--- src/rtl/snake_pkg.sv ---
// snake_pkg: shared state encoding and flattened-vector width helpers for the collision engine
package snake_pkg;
  localparam int COORD_W_DEF = 11;
  typedef enum logic [1:0] {IDLE, SCAN, RESOLVE} state_t;
  function automatic int flat_w(input int n, input int w);
    return n * w;
  endfunction
endpackage

--- src/rtl/snake_pos_match.sv ---
// snake_pos_match: combinational N-way equality of a head cell against a flattened position list
module snake_pos_match
  import snake_pkg::*;
#(
  parameter int N       = 2,
  parameter int COORD_W = COORD_W_DEF
) (
  input  logic [COORD_W-1:0]            head_x,
  input  logic [COORD_W-1:0]            head_y,
  input  logic [flat_w(N, COORD_W)-1:0] pos_x,
  input  logic [flat_w(N, COORD_W)-1:0] pos_y,
  output logic [N-1:0]                  hit
);
  for (genvar g = 0; g < N; g++) begin : g_cmp
    assign hit[g] = (pos_x[g*COORD_W +: COORD_W] == head_x) && (pos_y[g*COORD_W +: COORD_W] == head_y);
  end
endmodule

--- src/rtl/snake_collision_engine.sv ---
// snake_collision_engine: resolves one snake move per step (serial body scan, parallel apple/wall checks, scoring)
module snake_collision_engine
  import snake_pkg::*;
#(
  parameter int COORD_W      = COORD_W_DEF,
  parameter int MAX_LEN      = 23,
  parameter int LEN_W        = 6,
  parameter int N_APPLES     = 2,
  parameter int N_WALLS      = 4,
  parameter int POINT_W      = 6,
  parameter int START_POINTS = 2,
  parameter int WIN_POINTS   = 9
) (
  input  logic                                   clk,
  input  logic                                   reset,
  input  logic                                   step,
  input  logic [flat_w(MAX_LEN, COORD_W)-1:0]    snakepos_x,
  input  logic [flat_w(MAX_LEN, COORD_W)-1:0]    snakepos_y,
  input  logic [LEN_W-1:0]                       length,
  input  logic [flat_w(N_APPLES, COORD_W)-1:0]   applepos_x,
  input  logic [flat_w(N_APPLES, COORD_W)-1:0]   applepos_y,
  input  logic [flat_w(N_WALLS, COORD_W)-1:0]    wallpos_x,
  input  logic [flat_w(N_WALLS, COORD_W)-1:0]    wallpos_y,
  output logic                                   busy,
  output logic                                   done,
  output logic [N_APPLES-1:0]                    apple_hit,
  output logic                                   wall_hit,
  output logic [POINT_W-1:0]                     points,
  output logic                                   lose,
  output logic                                   win
);
  localparam int IDX_W = (MAX_LEN > 1) ? $clog2(MAX_LEN) : 1;

  state_t                state_q, state_d;
  logic [COORD_W-1:0]    head_x_q, head_x_d, head_y_q, head_y_d;
  logic [LEN_W-1:0]      len_q, len_d, idx_q, idx_d, len_eff, last_idx;
  logic                  body_q, body_d;
  logic [N_APPLES-1:0]   amatch_q, amatch_d, amatch_now, apple_hit_q, apple_hit_d;
  logic [N_WALLS-1:0]    wmatch_q, wmatch_d, wmatch_now;
  logic                  wall_hit_q, wall_hit_d, done_q, done_d, lose_q, lose_d, win_q, win_d;
  logic [POINT_W-1:0]    points_q, points_d, new_points;
  logic [POINT_W:0]      sum;
  logic                  accept, seg_hit, a, w, lose_set, win_set;
  logic [COORD_W-1:0]    seg_x [MAX_LEN];
  logic [COORD_W-1:0]    seg_y [MAX_LEN];

  for (genvar g = 0; g < MAX_LEN; g++) begin : g_seg
    assign seg_x[g] = snakepos_x[g*COORD_W +: COORD_W];
    assign seg_y[g] = snakepos_y[g*COORD_W +: COORD_W];
  end

  snake_pos_match #(.N(N_APPLES), .COORD_W(COORD_W)) u_apple (
    .head_x(seg_x[0]), .head_y(seg_y[0]), .pos_x(applepos_x), .pos_y(applepos_y), .hit(amatch_now)
  );

  snake_pos_match #(.N(N_WALLS), .COORD_W(COORD_W)) u_wall (
    .head_x(seg_x[0]), .head_y(seg_y[0]), .pos_x(wallpos_x), .pos_y(wallpos_y), .hit(wmatch_now)
  );

  assign len_eff  = (length == '0) ? LEN_W'(1) : (length > LEN_W'(MAX_LEN)) ? LEN_W'(MAX_LEN) : length;
  assign last_idx = len_q - LEN_W'(1);
  assign accept   = step && (state_q == IDLE) && !lose_q && !win_q;
  assign seg_hit  = (seg_x[idx_q[IDX_W-1:0]] == head_x_q) && (seg_y[idx_q[IDX_W-1:0]] == head_y_q);
  assign a        = |amatch_q;
  assign w        = |wmatch_q;
  // Score is evaluated one bit wider so both underflow and overflow show up in the top bit;
  // only a lone wall hit can underflow and only a lone apple hit can overflow.
  assign sum        = {1'b0, points_q} + (POINT_W+1)'(a) - (POINT_W+1)'(w);
  assign new_points = sum[POINT_W] ? (w ? '0 : '1) : sum[POINT_W-1:0];
  assign lose_set   = body_q || (w && (new_points == '0));
  assign win_set    = (new_points >= POINT_W'(WIN_POINTS)) && !lose_set;

  // FSM state register
  always_ff @(posedge clk or posedge reset) begin
    if (reset) state_q <= IDLE;
    else       state_q <= state_d;
  end

  // FSM next state: single-segment snakes skip the scan entirely
  always_comb begin
    state_d = (state_q == IDLE) ? (accept ? ((len_eff > LEN_W'(1)) ? SCAN : RESOLVE) : IDLE) :
              (state_q == SCAN) ? ((idx_q == last_idx) ? RESOLVE : SCAN) : IDLE;
  end

  // FSM outputs
  always_comb begin
    busy      = (state_q != IDLE);
    done      = done_q;
    apple_hit = apple_hit_q;
    wall_hit  = wall_hit_q;
    points    = points_q;
    lose      = lose_q;
    win       = win_q;
  end

  // Datapath next values: capture on accept, accumulate body hits while scanning, score on resolve
  always_comb begin
    head_x_d    = accept ? seg_x[0] : head_x_q;
    head_y_d    = accept ? seg_y[0] : head_y_q;
    len_d       = accept ? len_eff : len_q;
    amatch_d    = accept ? amatch_now : amatch_q;
    wmatch_d    = accept ? wmatch_now : wmatch_q;
    body_d      = accept ? 1'b0 : (state_q == SCAN) ? (body_q | seg_hit) : body_q;
    idx_d       = accept ? LEN_W'(1) : ((state_q == SCAN) && (idx_q != last_idx)) ? idx_q + LEN_W'(1) : idx_q;
    apple_hit_d = accept ? '0 : (state_q == RESOLVE) ? amatch_q : apple_hit_q;
    wall_hit_d  = accept ? 1'b0 : (state_q == RESOLVE) ? w : wall_hit_q;
    points_d    = (state_q == RESOLVE) ? new_points : points_q;
    lose_d      = lose_q | ((state_q == RESOLVE) && lose_set);
    win_d       = win_q | ((state_q == RESOLVE) && win_set);
    done_d      = (state_q == RESOLVE);
  end

  // Datapath registers
  always_ff @(posedge clk or posedge reset) begin
    if (reset) begin
      head_x_q    <= '0;
      head_y_q    <= '0;
      len_q       <= LEN_W'(1);
      idx_q       <= LEN_W'(1);
      body_q      <= 1'b0;
      amatch_q    <= '0;
      wmatch_q    <= '0;
      apple_hit_q <= '0;
      wall_hit_q  <= 1'b0;
      points_q    <= POINT_W'(START_POINTS);
      lose_q      <= 1'b0;
      win_q       <= 1'b0;
      done_q      <= 1'b0;
    end else begin
      head_x_q    <= head_x_d;
      head_y_q    <= head_y_d;
      len_q       <= len_d;
      idx_q       <= idx_d;
      body_q      <= body_d;
      amatch_q    <= amatch_d;
      wmatch_q    <= wmatch_d;
      apple_hit_q <= apple_hit_d;
      wall_hit_q  <= wall_hit_d;
      points_q    <= points_d;
      lose_q      <= lose_d;
      win_q       <= win_d;
      done_q      <= done_d;
    end
  end
endmodule

--- config.mk ---
export PLATFORM = sky130hd
export DESIGN_NAME = snake_collision_engine
export DESIGN_NICKNAME = d
export VERILOG_FILES = /design/src/rtl/snake_pkg.sv /design/src/rtl/snake_pos_match.sv /design/src/rtl/snake_collision_engine.sv
export SDC_FILE = /design/constraint.sdc
export NUM_CORES = 1
export LEC_CHECK = 0
export ABC_CLOCK_PERIOD_IN_PS = 3200
export BUFFER_PORTS_ARGS = -buffer_cell sky130_fd_sc_hd__buf_2
export CAP_MARGIN = 20
export CORE_AREA = 10 10 249 251
export DETAILED_ROUTE_END_ITERATION = 8
export DIE_AREA = 0 0 259 261
export HOLD_SLACK_MARGIN = 0.12
export PLACE_DENSITY = 0.43
export RECOVER_POWER = 100
export SYNTH_ARGS = -nofsm -noshare
export SYNTH_HDL_FRONTEND = slang
export SYNTH_SLANG_ARGS = --single-unit
--- constraint.sdc ---
create_clock -name clk -period 3.2 [get_ports clk]
set_input_delay 0 -clock clk [delete_from_list [all_inputs] [get_ports clk]]
set_output_delay 0 -clock clk [all_outputs]
set_load 0.05 [all_outputs]
After elaboration in Yosys (flattened, before gate mapping)
Cells that the tools add are included.
{"block": "totals", "ramBits": 0, "elab_cells": 95, "n_memories": 0, "mem_bits_ro": 0, "latchBits": 0, "out_inout_bits": 13, "ff_bits": 55, "input_bits": 647}
{"block": "op_classes", "magnitude_cmp": 4, "n_mux": 23, "bitwise_logic": 4, "shifts": 0, "n_addsub": 4, "n_eq_ne": 18, "div_mod_pow": 0, "n_reduce_logical": 28, "n_mul": 0}
{"operator": "equality test 11 bit", "count": 14}
{"operator": "binary-select mux 11 bit (select 5 bit)", "count": 2}
{"operator": "2-to-1 mux 11 bit", "count": 4}
{"operator": "2-to-1 mux 6 bit", "count": 6}
{"operator": "logical AND 1 bit", "count": 15}
{"operator": "2-to-1 mux 2 bit", "count": 7}
{"operator": "zero test 6 bit", "count": 2}
{"operator": "nonzero test 2 bit", "count": 4}
{"operator": "adder 6 x 1 -> 7 bit", "count": 1}
{"operator": "subtractor 7 x 1 -> 7 bit", "count": 1}
{"operator": "adder 6 x 1 -> 6 bit (second input constant)", "count": 1}
{"operator": "equality test 6 bit", "count": 1}
{"operator": "greater-or-equal comparator 6 x 4 -> 1 bit (second input constant)", "count": 1}
{"operator": "greater-or-equal comparator 6 bit (second input constant)", "count": 1}
{"operator": "> comparator 6 x 1 -> 1 bit (second input constant)", "count": 1}
{"operator": "> comparator 6 x 5 -> 1 bit (second input constant)", "count": 1}
{"operator": "!= test 6 bit", "count": 1}
{"operator": "NOT 5 -> 6 bit", "count": 1}
{"operator": "subtractor 6 x 1 -> 6 bit (second input constant)", "count": 1}
{"operator": "2-to-1 mux 1 bit", "count": 4}
{"operator": "OR reduction 4 bit", "count": 1}
{"operator": "zero test 1 bit", "count": 3}
{"operator": "OR 1 bit", "count": 3}
{"operator": "equality test 2 x 1 -> 1 bit (second input constant)", "count": 1}
{"operator": "4 further kinds", "count": 4}

Depth between registers and ports, before layout
Gate-level depths: netlist of run 1.
{"block": "depth", "depth_word": 11, "ltp_mapped": 15, "ltp_nobuf": 14}

Cells and area by module
Synthesis of run 1 repeated with hierarchy kept, for this count alone.
{"block": "unflattened", "cells_unflattened": 916, "hier_area_um2": 8655.8}
{"mod": "snake_collision_engine", "area_per_inst_um2": 7199.4, "cells_each": 742, "n_inst": 1, "seq_area_each_um2": 1380.1}
{"mod": "snake_pos_match (u_wall)", "area_per_inst_um2": 970.9, "cells_each": 116, "n_inst": 1, "seq_area_each_um2": 0.0}
{"mod": "snake_pos_match (u_apple)", "area_per_inst_um2": 485.5, "cells_each": 58, "n_inst": 1, "seq_area_each_um2": 0.0}

Worst setup path before layout of run 1
No wires, ideal clock.
{"block": "synth_timing", "kind": "register -> register", "startpoint": "reg wmatch_q[1]", "endpoint": "reg lose_q, in the netlist lose", "setup_time_ns": 0.126, "t_required_ns": 3.074, "path_slack_ns": 0.000, "t_arrival_ns": 3.074, "period_less_slack_ns": 3.200, "path_buffers": 1, "path_stages_with_launch": 16, "cell_sequence": "dfrtp_1 > nor4_1 > inv_1 > ha_1 > inv_1 > ha_1 > inv_1 > fa_1 > nor2b_1 > o21ai_0 > a21boi_0 > o21a_1 > or3_1 > clkbuf_1 > o211ai_1 > a221o_1"}
{"block": "synth_between", "elab_chain_len": 8, "elab_cells_between_ends": 9, "classes_between": "add/sub: 1; mux: 2; bitwise: 1; reduce/logical: 5"}
{"element": "from (decl)", "line": "snake_collision_engine.sv:39", "rtl": "logic [N_WALLS-1:0] wmatch_q, wmatch_d, wmatch_now;"}
{"element": "from (signal assigned)", "line": "snake_collision_engine.sv:136", "rtl": "wmatch_q <= wmatch_d;"}
{"element": "OR reduction 4 bit (*)", "line": "snake_collision_engine.sv:65", "rtl": "assign w = |wmatch_q;"}
{"element": "subtractor 7 x 1 -> 7 bit or 2-to-1 mux 6 bit (tied branches)", "line": "snake_collision_engine.sv:68, snake_collision_engine.sv:69"}
{"element": "2-to-1 mux 6 bit", "line": "snake_collision_engine.sv:69", "rtl": "assign new_points = sum[POINT_W] ? (w ? '0 : '1) : sum[POINT_W-1:0];"}
{"element": "zero test 6 bit", "line": "snake_collision_engine.sv:70", "rtl": "assign lose_set = body_q || (w && (new_points == '0));"}
{"element": "logical AND 1 bit (*)", "line": "snake_collision_engine.sv:70"}
{"element": "logical OR 1 bit (*)", "line": "snake_collision_engine.sv:70"}
{"element": "logical AND 1 bit (*)", "line": "snake_collision_engine.sv:108", "rtl": "lose_d = lose_q | ((state_q == RESOLVE) && lose_set);"}
{"element": "OR 1 bit (*)", "line": "snake_collision_engine.sv:108"}
{"element": "via lose_d", "line": "snake_collision_engine.sv:40", "rtl": "logic wall_hit_q, wall_hit_d, done_q, done_d, lose_q, lose_d, win_q, win_d;"}
{"element": "to (signal assigned)", "line": "snake_collision_engine.sv:140", "rtl": "lose_q <= lose_d;"}
{"element": "to (decl)", "line": "snake_collision_engine.sv:40"}
Mark *: on every way through the listed nets, which the timed path passes. The rest lies on a longest branch.
A chain may end at the register's enable or synchronous reset.

Worst setup path after layout of run 1
{"block": "layout_timing", "startpoint": "reg idx_q[0]", "endpoint": "reg body_q"}
{"block": "layout_between", "elab_chain_len": 9, "elab_cells_between_ends": 13, "classes_between": "eq/ne: 2; mux: 8; bitwise: 2; reduce/logical: 1"}
{"element": "from (decl)", "line": "snake_collision_engine.sv:36", "rtl": "logic [LEN_W-1:0] len_q, len_d, idx_q, idx_d, len_eff, last_idx;"}
{"element": "from (signal assigned)", "line": "snake_collision_engine.sv:133", "rtl": "idx_q <= idx_d;"}
{"element": "NOT 5 -> 6 bit (not written as such) (*)", "line": "snake_collision_engine.sv:63", "rtl": "assign seg_hit = (seg_x[idx_q[IDX_W-1:0]] == head_x_q) && (seg_y[idx_q[IDX_W-1:0]] == head_y_q);"}
{"element": "binary-select mux 11 bit (select 5 bit)", "line": "snake_collision_engine.sv:63"}
{"element": "2-to-1 mux 11 bit (not written as such) (2 in a row)", "line": "snake_collision_engine.sv:63"}
{"element": "equality test 11 bit", "line": "snake_collision_engine.sv:63"}
{"element": "logical AND 1 bit (*)", "line": "snake_collision_engine.sv:63"}
{"element": "OR 1 bit (*)", "line": "snake_collision_engine.sv:103", "rtl": "body_d = accept ? 1'b0 : (state_q == SCAN) ? (body_q | seg_hit) : body_q;"}
{"element": "2-to-1 mux 1 bit (*) (2 in a row)", "line": "snake_collision_engine.sv:103"}
{"element": "to (signal assigned)", "line": "snake_collision_engine.sv:134", "rtl": "body_q <= body_d;"}
{"element": "to (decl)", "line": "snake_collision_engine.sv:37", "rtl": "logic body_q, body_d;"}
Mark *: on every way between the ends. The rest lies on a longest branch, timed or not. The select of a mux whose other input is x is not followed.

==> out/qor.csv, run 1 <==
metric;value;unit
CP max-delay cell;dfstp_4;
leakage power;6.64;nW
H-tree Lvls;2;
PD cells;747;nW/um2
f_max;316;MHz
Core Area;57100;um2
Die W;259;um
Cells after DPL;2422;
most common cell after layout, fill and taps aside;buf_2;
ranking of synthesized cells by area;dfrtp_1, mux4_2, xnor2_1, mux2i_1, mux2_2;
Startpoint Class;flip-flop;
R2R cell count;8;
cell taking the most area after synthesis;dfrtp_1;
initial core utilization;15.5;%
Ports;660;
GR Util met3;4.73;%
Reg clk slew, reported paths;0.08;ns
Worst-Margin Slew;1.28;ns
crit-path max FO;6;
share of layout cells above drive strength 1;51.9;%
row cnt;88;
Routed Antenna Nets;0;
Residual DRC;0;
total routed wirelength;71300;um
first-pass GRT wire length;94900;um
Routed WL per cell;28.7;um
most frequent cells in the layout;buf_2, xnor2_1, nand2_1;
status;finished clean;
worst path cell trace;buf_6, mux2_1, a221o_1, and3_1, a2111o_1, a32o_2, or4_4, o31ai_2;
slew margin rel.;13.9;%
part of the cycle the worst path needs;99.0;%
Post-synth EDFFs;0;
fillcell total;6338;
CTS tree;done;
setup TNS;0;ns
DR vias;11400;
grt total ovfl;0;
Synth Area in Simple Gates;15.9;%
GRT Overall Usage;19.8;%
GR peak layer;met2;
finished layout cell area;14200;um2
placed inst area;13500;um2
synth unique cells;66;
Die ar.;67600;um2
Hold Violations, Final;0;
hold path depth;4;
Worst Hold Class;in2reg;
post-DP HPWL;62100;um
post-synthesis mux area share;29.2;%
Non-Filler Instances;2480;
Crit path arrival time;3.40;ns
post-layout min period;3.17;ns
utilization after layout;24.9;%
first drt pass iteration count;5;
max-cap viol count;0;
register area share after synthesis;15.6;%
CTS root buffer;clkbuf_16;
Initial DRC Count;671;
worst skew pair latency;0.32;ns
prevailing post-synth register cell;dfrtp_1;
CTS buffer count;5;
post-synthesis cell count;1003;
Setup-failing EPs final;0;
critical path endpoint category;flip-flop;
Final nets;2360;
Synthesized Nets;1660;
Layout area overhead;60.5;%
unrepaired setup endpoints after global routing;true;
GR met1 Demand/Resource;23.7;%
Synth Area per Inst;8.84;um2
Compound-Gate Fraction of Synth Area;16.6;%
vias in the first global route;12400;
die height;261;um
slowest stage delay, CP;0.71;ns
Placer Congestion;0.881;
largest family of logic cells by synthesized area;multiplexers;
post-synth top area share;14.7;%
max-slew violation count;0;
Vias/cell;4.59;
Req. time, crit path;3.44;ns
# port buffers;659;
Max IR drop VDD;0.000367;V
kind of critical path;reg2reg;
Ys Warns;0;
clk buf depth;2;
post-synthesis adder-cell area fraction;1.50;%
initial antenna violation count;22;
M2 GR Usage;34.3;%
#FFs+latches synth;55;
Num Clock Sinks;55;
Post-synth ARST share;100;%
Final Skew;0.0112;ns
Synth Cell Area;8860;um2
XOR/XNOR share of the synthesized area;14.7;%
largest net degree at the start of global routing;33;
## final cells by class
class                           instances  area, um2  area share [%]
Tap cell                              765        957            6.73
Sequential cell                        55       1390            9.74
Timing Repair Buffer                  786       4520            31.8
Clock inverter                          2       16.3           0.114
Clock buffer                            6        139           0.976
Antenna cell                           11       27.5           0.193
Inverter                               29        110           0.774
Multi-Input combinational cell        826       7070            49.7
## cells by family after synthesis
kind of cell    Yosys count
flops                    55
mux                     188
simple gates            275
compound gates          204
xor+xnor                149
buf+inv                 122
fa+ha+maj                10
## Yosys cell counts, drive strengths merged (4+ instances only)
cell,count
a211oi,16
a21o,4
a21oi,29
a221o,14
a221oi,23
a22oi,24
a31oi,12
and3,10
and4,7
buf,30
clkbuf,63
dfrtp,52
ha,9
inv,29
mux2,38
mux2i,97
mux4,53
nand2,105
nand2b,5
nand3,14
nand4,35
nor2,30
nor2b,13
nor3,7
nor4,16
o211ai,5
o21ai,28
o221ai,4
o22ai,9
o31ai,9
or2,4
or3,7
or4,8
xnor2,117
xor2,32
## report_power, final
group | internal (mW) | switching (mW) | total (mW) | leakage (nW)
sequential | 0.960 | 0.322 | 1.28 | 0.699
combinational | 3.94 | 4.79 | 8.73 | 5.87
clock | 0.315 | 0.297 | 0.612 | 0.0731
## critical path: cells and delay by family, from the launching register on
family | cells | cell delay, ns
and+or+nand+nor | 2 | 0.69
DFF | 1 | 0.71
buffers and inverters | 1 | 0.14
AOI/OAI and AO/OA | 4 | 1.22
muxes | 1 | 0.32
## flip-flops by register name (all words and copies together) (netlist names)
signal,count
amatch_q,2
apple_hit,2
body_q,1
done,1
head_x_q,11
head_y_q,11
idx_q,6
len_q,6
lose,1
points,6
state_q,2
wall_hit,1
win,1
wmatch_q,4
## path summary, 6_finish.rpt
check / slack (ns) / from / endpoint
worst max-delay path: 0.03 / idx_q[0]$_DFFE_PP1P_ / body_q$_DFFE_PP0P_
worst max register to register: 0.03 / idx_q[0]$_DFFE_PP1P_ / body_q$_DFFE_PP0P_
max in group asynchronous: 1.25 / reset / idx_q[2]$_DFFE_PP0P_
worst min-delay path: 0.12 / applepos_x[1] / amatch_q[0]$_DFFE_PP0P_
min in group asynchronous: 0.52 / reset / len_q[4]$_DFFE_PP0P_
worst min register to register: 0.50 / amatch_q[1]$_DFFE_PP0P_ / apple_hit[1]$_DFFE_PP0P_
## metrics by stage
step	hold slack (ns)	setup WS [ns]	total power, mW
2_1_floorplan	0.136	0.0658	6.21
3_3_place_gp	0.0448	-0.296	9.46
3_5_place_dp	0.0438	-0.282	9.51
4_1_cts	0.126	0.00135	10.4
5_1_grt	0.121	-0.0860	11.4
6_report	0.122	0.0322	10.6
## per-layer routing
layer / share of wire, % / vias to the layer above
li1: - / 5221
met1: 41 / 5584
met2: 50 / 505
met3: 6.3 / 78
met4: 3.0 / 4
met5: 0.039 / -
## what timing repair did
action,4_1_cts,5_1_grt
cloned,1,1
buffers inserted,3,9
hold buffers,25,0
pin swaps,4,11
resized for setup,24,25
endpoints found under the setup margin,1,9
endpoints found under the hold margin,44,0
No activity file was read; power rests on OpenSTA's default activity.
==> run 2, diff against run 1 <==
Settings changed: CELL_PAD_IN_SITES_DETAIL_PLACEMENT set to 2, CELL_PAD_IN_SITES_GLOBAL_PLACEMENT set to 2, CORE_AREA 10 10 249 251 to 10 10 248 250, DIE_AREA 0 0 259 261 to 0 0 258 260, PLACE_DENSITY 0.43 to 0.7, SETUP_SLACK_MARGIN set to 0.02.
==> out/qor.csv, run 2 (synthesis results as in run 1) <==
metric;value;unit;change
Final nets;2359;;-0.042%
clk buf depth;2;;unchanged
Logic pwr share;81.8;%;-0.4 points
Worst-Margin Slew;1.90;ns;+0.619 ns
biggest regs;head_x_q (11), head_y_q (11);;
H-tree Lvls;2;;unchanged
CTS buffer count;5;;unchanged
Reg clk slew, reported paths;0.08;ns;about the same
Crit path arrival time;3.45;ns;+0.05 ns
slew margin rel.;-27.6;%;-42 points
Clock Power Share;5.8;%;about the same
kind of critical path;reg2reg;;
critical path endpoint category;flip-flop;;
net load switching power;5.54;mW;+2.5%
status;complete, but fails checks;;
cell internal pwr;5.28;mW;+1.2%
register area;1390;um2;+0.18%
Req. time, crit path;3.43;ns;about the same
first-pass GRT wire length;103000;um;+8.9%
f_max;311;MHz;-1.6%
GR peak layer;met2;;
setup TNS;-0.0201;ns;-0.0201 ns
Multi-input gate area;7140;um2;+0.99%
largest net degree at the start of global routing;34;;+3.0%
worst skew pair latency;0.32;ns;about the same
# port buffers;659;;unchanged
kind of cell adding the most delay to the critical path;simple AND/OR/NAND/NOR gates;;
unrepaired setup endpoints after global routing;true;;
Sw Share;51.2;%;+0.33 points
slowest stage delay, CP;0.65;ns;-0.06 ns
GR Util met3;6.35;%;+1.6 points
Layout area overhead;61.8;%;
Die ar.;67100;um2;-0.77%
Residual DRC;0;;unchanged
Setup-failing EPs final;1;;+1
Vias/cell;4.77;;+3.9%
DR vias;11800;;+3.7%
initial antenna violation count;42;;+91%
post-layout min period;3.22;ns;+0.0523 ns
CP max-delay cell;dfstp_4;;
initial core utilization;15.8;%;+0.24 points
Startpoint Class;flip-flop;;
GR met1 Demand/Resource;24.4;%;+0.68 points
die height;260;um;-0.38%
CTS tree;done;;
Ports;660;;unchanged
part of the cycle the worst path needs;101;%;+1.6 points
Placer Congestion;0.926;;+5.1%
first drt pass iteration count;5;;unchanged
CTS root buffer;clkbuf_16;;
WP buf/inv;2;;+1
Num Clock Sinks;55;;unchanged
post-DP HPWL;66100;um;+6.4%
Routed Antenna Nets;0;;unchanged
finished layout cell area;14300;um2;+0.83%
Reg power frac;12.4;%;+0.3 points
vias in the first global route;13600;;+9.8%
Max IR drop VDD;0.000347;V;-5.5%
most common cell after layout, fill and taps aside;buf_2;;
PD cells;754;nW/um2;+1.0%
max-slew violation count;56;;+56
max-cap viol count;2;;+2
Routed WL per cell;30.9;um;+7.6%
most frequent cells in the layout;buf_2, xnor2_1, nand2_1;;
Final Skew;0.0121;ns;+0.000888 ns
placed inst area;13400;um2;-0.70%
leakage power;6.66;nW;+0.27%
failing checks;max-capacitance violations, max-slew violations, negative setup slack;;
row cnt;87;;-1.1%
Final WS setup;-0.0201;ns;-0.0523 ns
worst hold margin;0.123;ns;+0.000670 ns
crit-path max FO;5;;-1
total routed wirelength;76500;um;+7.4%
Hold Violations, Final;0;;unchanged
share of layout cells above drive strength 1;52.1;%;+0.21 points
M2 GR Usage;38.7;%;+4.4 points
GRT Overall Usage;21.6;%;+1.7 points
utilization after layout;25.5;%;+0.59 points
grt total ovfl;0;;unchanged
worst path cell trace;buf_8, buf_6, mux2i_2, a22oi_1, and3_1, or4_1, a221o_1, or4_4, o31ai_4;;
Worst Hold Class;in2reg;;
Core Area;56300;um2;-1.5%
pre-CTS setup slack;-0.178;ns;+0.104 ns
Initial DRC Count;603;;-10%
fillcell total;6602;;+4.2%
Die W;258;um;-0.39%
==> run 2: path summary, 6_finish.rpt <==
kind	from	end	slack, ns	cells past startpoint
setup reg to reg	idx_q[0]$_DFFE_PP1P_	body_q$_DFFE_PP0P_	-0.02	9
hold / removal	snakepos_y[2]	head_y_q[2]$_DFFE_PP0P_	0.12	3
max in group asynchronous	reset	state_q[1]$_DFF_PP0_	0.61	4
setup / recovery	idx_q[0]$_DFFE_PP1P_	body_q$_DFFE_PP0P_	-0.02	9
min in group asynchronous	reset	head_y_q[0]$_DFFE_PP0P_	0.68	3
hold reg to reg	len_q[5]$_DFFE_PP0P_	len_q[5]$_DFFE_PP0P_	0.53	1
==> run 2: power groups by stage <==
stage / combinational [mW] / clock [mW] / sequential (mW)
2_1_floorplan: 4.95 / 0 / 1.26
6_report: 8.86 / 0.623 / 1.34
5_1_grt: 9.49 / 0.678 / 1.39
3_5_place_dp: 8.01 / 0 / 1.38
3_3_place_gp: 7.81 / 0 / 1.36
4_1_cts: 8.66 / 0.654 / 1.35
==> run 2: final cells by class <==
class / count / share of cell area [%]
inverter: 29 / 0.767
multi-input combinational: 826 / 49.8
sequential: 55 / 9.68
timing repair buffer: 785 / 31.8
clock buffer: 5 / 0.872
tap: 756 / 6.59
clock inverter: 3 / 0.192
antenna: 16 / 0.279
==> run 2: tightest hold or removal path, cell delays in order <==
cell and delay, ns:
buf_2 0.24, nand2_1 0.11, nand2_1 0.05
==> run 2: layer usage <==
layer	vias up	part of all wire, %
met5	-	0.22
met2	524	51
met4	26	2.6
met1	5930	39
met3	125	7.3
li1	5211	-
==> run 2: what timing repair did <==
| action | 4_1_cts | 5_1_grt |
|---|---|---|
| endpoints found under the setup margin | 9 | 9 |
| buffers inserted | 8 | 6 |
| endpoints found under the hold margin | 53 | 0 |
| gates cloned | 4 | 0 |
| pin swaps | 15 | 21 |
| resized for setup | 34 | 36 |
| hold buffers | 30 | 0 |
==> run 2: per-stage QoR <==
| step | cells | power, mW |
|---|---|---|
| finish | 2475 | 10.8 |
| global route | 2473 | 11.6 |
| CTS | 2453 | 10.7 |
| detailed placement | 2404 | 9.39 |
| global placement | 2404 | 9.18 |
| floorplan | 1003 | 6.21 |
